$ cat src/rtl/pwm_peripheral.sv
// 16-channel PWM/static output block fed by the SPI configuration registers.
// Duty is shadowed and only reloaded at the period wrap, so a period is never cut short or stretched.
module pwm_peripheral #(
  parameter int PRESCALE = 3000
) (
  input  logic        clk,
  input  logic        rst_n,
  input  logic [7:0]  en_reg_out_7_0,
  input  logic [7:0]  en_reg_out_15_8,
  input  logic [7:0]  en_reg_pwm_7_0,
  input  logic [7:0]  en_reg_pwm_15_8,
  input  logic [7:0]  pwm_duty_cycle,
  output logic [15:0] out,
  output logic        pwm_cycle_start
);

  localparam int              PW       = (PRESCALE > 1) ? $clog2(PRESCALE) : 1;
  localparam logic [PW-1:0]   PRE_MAX  = PW'(PRESCALE - 1);
  localparam logic [PW-1:0]   PRE_ONE  = PW'(1);
  localparam logic [7:0]      CNT_LAST = 8'd254;

  logic [PW-1:0] pre_cnt_q, pre_cnt_d;
  logic [7:0]    pwm_cnt_q, pwm_cnt_d;
  logic [7:0]    duty_sh_q, duty_sh_d;
  logic [15:0]   out_q, out_d;
  logic          pwm_cycle_start_q, pwm_cycle_start_d;

  logic          tick;
  logic          wrap;
  logic          pwm_raw;
  logic [15:0]   en_out;
  logic [15:0]   en_pwm;

  assign en_out = {en_reg_out_15_8, en_reg_out_7_0};
  assign en_pwm = {en_reg_pwm_15_8, en_reg_pwm_7_0};

  always_comb begin
    tick      = (pre_cnt_q == PRE_MAX);
    wrap      = tick && (pwm_cnt_q == CNT_LAST);
    pre_cnt_d = tick ? '0 : pre_cnt_q + PRE_ONE;

    pwm_cnt_d = pwm_cnt_q;
    if (tick) begin
      pwm_cnt_d = wrap ? 8'd0 : pwm_cnt_q + 8'd1;
    end

    duty_sh_d = wrap ? pwm_duty_cycle : duty_sh_q;

    // 0xFF is forced high because the counter never reaches 255.
    pwm_raw = (duty_sh_q == 8'hFF) || (pwm_cnt_q < duty_sh_q);

    out_d             = en_out & (~en_pwm | {16{pwm_raw}});
    pwm_cycle_start_d = wrap;
  end

  always_ff @(posedge clk or negedge rst_n) begin
    if (!rst_n) begin
      pre_cnt_q         <= '0;
      pwm_cnt_q         <= 8'd0;
      duty_sh_q         <= 8'd0;
      out_q             <= 16'd0;
      pwm_cycle_start_q <= 1'b0;
    end else begin
      pre_cnt_q         <= pre_cnt_d;
      pwm_cnt_q         <= pwm_cnt_d;
      duty_sh_q         <= duty_sh_d;
      out_q             <= out_d;
      pwm_cycle_start_q <= pwm_cycle_start_d;
    end
  end

  assign out             = out_q;
  assign pwm_cycle_start = pwm_cycle_start_q;

endmodule
$ cat config.mk
export PLATFORM = sky130hd
export DESIGN_NAME = pwm_peripheral
export DESIGN_NICKNAME = d
export VERILOG_FILES = /design/src/rtl/pwm_peripheral.sv
export SDC_FILE = /design/constraint.sdc
export NUM_CORES = 1
export LEC_CHECK = 0
export BUFFER_PORTS_ARGS = -buffer_cell sky130_fd_sc_hd__clkbuf_2
export CAP_MARGIN = 20
export CORE_ASPECT_RATIO = 0.8
export CORE_UTILIZATION = 46
export DETAILED_ROUTE_END_ITERATION = 8
export PLACE_DENSITY = 0.78
export SYNTH_ARGS = -nofsm -noshare
export SYNTH_HDL_FRONTEND = slang
export SYNTH_SLANG_ARGS = --single-unit
$ cat constraint.sdc
create_clock -name clk -period 1.8 [get_ports clk]
set_input_delay 0.18 -clock clk [delete_from_list [all_inputs] [get_ports clk]]
set_output_delay 0.18 -clock clk [all_outputs]
set_load 0.02 [all_outputs]
==> impl_metrics.yaml <==
outcome:
  outcome: "complete, no violations"
setup_path:
  r2r_slack_ps: 90
  r2r_start: "pre_cnt_q[0]"
  critPathMaxFanout: 9
  critPathBufInv: 0
  cp_data_required_time_ps: 1980
  crit_slowest_cell: "dfrtp_1"
  reg2reg_to: "duty_sh_q[2]"
  critPathKind: "reg2reg"
  endpoint_kind: "register"
  crit_family: "simple AND/OR/NAND/NOR gates"
  reg2reg_depth: 5
  slowest_delay_ps: 410
  worstSetupStartpointType: "register"
  worstPathArrival_ps: 1890
  path_cells: "ha_1 > and3_1 > and4_2 > nand3_4 > mux2_2"
hold_path:
  hold_class: "in2reg"
  hold_path_depth: 2
  hold-path-endpoint: "out[15]"
  hold_start: "en_reg_pwm_15_8[7]"
finish:
  nets: 308
  utilization: 0.629
  drive_gt1_frac: 0.363
  finalNonFillerCells: 313
  syn2layout_area_growth_pct: 29.1
  antenna_cells: 0
  design_area_mm2: 0.00268
timing:
  layout_min_cycle_time_ps: 1710
  relSlewSlack: 0.627
  hold_ws_ps: 54.5
  slew_viol_final: 0
  setup_ws_ps: 91.9
  fin_crit_sh: 0.949
  finalSetupTns_ps: 0
  skew_ps: 9.01
  grt_setup_unrepaired: "false"
  timing.fmax_mhz: 585
  setup_violations: 0
  hold_violations: 0
  tightestPinTransition_ps: 559
floorplanning:
  die_x_um: 77.1
  core-area_mm2: 0.00426
  rows: 21
  dieArea_mm2: 0.00478
  die_h_um: 62.0
  start_util: 0.487
  io-pin-count: 59
logic_synthesis:
  synth-seq-area-share: 0.543
  ys_types: 32
  syn-cell-area_mm2: 0.00207
  synth_cells: 182
  ys_seq_elements: 45
  avgSynthCellArea_um2: 11.4
  ys.warnings.count: 0
  synth_fp_nets: 234
power_and_ir_drop:
  peakVddDrop_mv: 0.513
  internal_power_mw: 1.38
  p_leak_nw: 1.32
  finalPower_mw: 1.81
  p_seq_frac: 0.582
  p_sw_uw: 427
  p_comb_frac: 0.086
  p_sw_frac: 0.236
  clock_power_share: 0.333
  power.density_mw_per_mm2: 674
clock_tree:
  clock-sinks: 45
  cts_buffers: 5
  cts-root-buf: "clkbuf_8"
  clk_latency_ps: 300
  clockBufferDepth: 2
  cts_tree: "yes"
  path_clk_slew_ps: 80
  htreeDepth: 2
global_routing:
  antenna_found_initial: 0
  grt_max_degree: 25
  grt_pass1_vias: 1504
  grt_use_total: 0.188
  grt_pass1_wl_um: 6680
  grt_overflow: 0
drt:
  drc: 0
  drtIter0Drc: 153
  ant_nets: 0
  wl_per_cell_um: 13.1
  postRouteWirelength_um: 4100
  via_per_inst: 5.20
  vias: 1628
  firstDrtPassIters: 4
place:
  io_buffers: 58
  placed_cell_area_mm2: 0.00253
  gp_congestion: 0.829
  placedCellCount: 304
  dp_slack_ps: -172
  dp_hpwl_um: 3180
job:
  drv_cap: 0
area by class of cell:
cell class / instances / area (um^2)
Fill cell: 348 / 1580
Clock buffer: 5 / 68.8
Multi-Input combinational cell: 119 / 912
Inverter: 11 / 41.3
Tap cell: 57 / 71.3
Timing Repair Buffer: 74 / 442
Clock inverter: 2 / 16.3
Sequential cell: 45 / 1130
flip-flops by register name, summed over array words and instances (netlist names):
name / cells
out: 16
duty_sh_q: 8
pwm_cycle_start: 1
pre_cnt_q: 12
pwm_cnt_q: 8
Yosys cell counts (all sizes together):
cell      n  area (um^2)
clkbuf    4         15.0
nor4b     1         23.8
o22ai     1         6.26
and2      2         12.5
nand3     6         42.5
nand2    10         37.5
nand2b    1         6.26
a32oi     1         8.76
inv      11         41.3
xnor2     2         17.5
nor3      1         5.00
o32ai     1         8.76
a21boi   16          120
xor2      5         43.8
mux2      8         90.1
a21oi     8         40.0
and4      3         26.3
o21ai    10         50.1
buf       3         17.5
dfrtp    45         1130
nor2      6         22.5
or3       2         12.5
o21a      2         15.0
mux2i     2         20.0
nand3b    1         7.51
a2111oi   1         8.76
and3      7         43.8
o31ai     3         22.5
ha       10          125
nand4     9         56.3
kinds of logic after synthesis:
| group | count (synthesis) | share of synthesized area |
|---|---|---|
| simple gates | 49 | 0.143 |
| flops | 45 | 0.543 |
| compound gates | 43 | 0.135 |
| buf+inv | 18 | 0.0356 |
| mux | 10 | 0.0531 |
| fa+ha+maj | 10 | 0.0604 |
| xor+xnor | 7 | 0.0296 |
metal layers:
| layer | track usage | up-vias | share of wire |
|---|---|---|---|
| met5 | 0 | - | 0 |
| met4 | 0.0728 | 0 | 0.015 |
| met3 | 0.0526 | 5 | 0.067 |
| met2 | 0.320 | 73 | 0.47 |
| met1 | 0.236 | 754 | 0.45 |
| li1 | - | 796 | - |
layout by cell type (no fill, tap or decap), types with 3 or more instances in the layout:
cell      Yosys  layout
dfrtp_1      45      45
nand2_1      10      10
clkbuf_8      0       5
mux2_2        8       8
xor2_1        5       5
a21boi_0     16      14
o31ai_1       3       3
clkbuf_2      0      58
a21oi_1       8       8
and3_1        7       7
ha_1         10      10
inv_1        11      11
nor2_1        6       6
nand4_1       9       9
nand3_1       5       5
o21ai_0      10       9
buf_4         1      12
worst max path at each step:
stage,slack [ps],start,endpoint,cells after the start
6_report,90,pre_cnt_q[0],duty_sh_q[2],5
5_1_grt,3,duty_sh_q[7],out[15],7
4_1_cts,10,duty_sh_q[2],out[11],6
3_5_place_dp,-170,duty_sh_q[2],out[3],6
3_3_place_gp,-90,duty_sh_q[3],out[15],6
2_1_floorplan,70,pwm_cnt_q[1],out[10],5
repair_timing:
action                     CTS  global route
setup endpoints to repair   16            19
resized for setup            3             6
buffers inserted             0             1
hold endpoints to repair    21             0
pin swaps                    0             1
gates cloned                 0             0
hold buffers                 1             0
worst reg2reg max path, stage by stage (launching register included):
cell     delay (ps)
dfrtp_1         410
ha_1            220
and3_1          170
and4_2          270
nand3_4         160
mux2_2          360
power groups by stage:
| stage | Sequential (mW) | Clock, mW | Combinational, mW |
|---|---|---|---|
| 2_1_floorplan | 1.09 | 0 | 0.0319 |
| 3_3_place_gp | 1.07 | 0 | 0.145 |
| 3_5_place_dp | 1.07 | 0 | 0.150 |
| 4_1_cts | 1.05 | 0.620 | 0.155 |
| 5_1_grt | 1.05 | 0.661 | 0.172 |
| 6_report | 1.05 | 0.601 | 0.155 |
No activity file was read; power rests on OpenSTA's default activity.
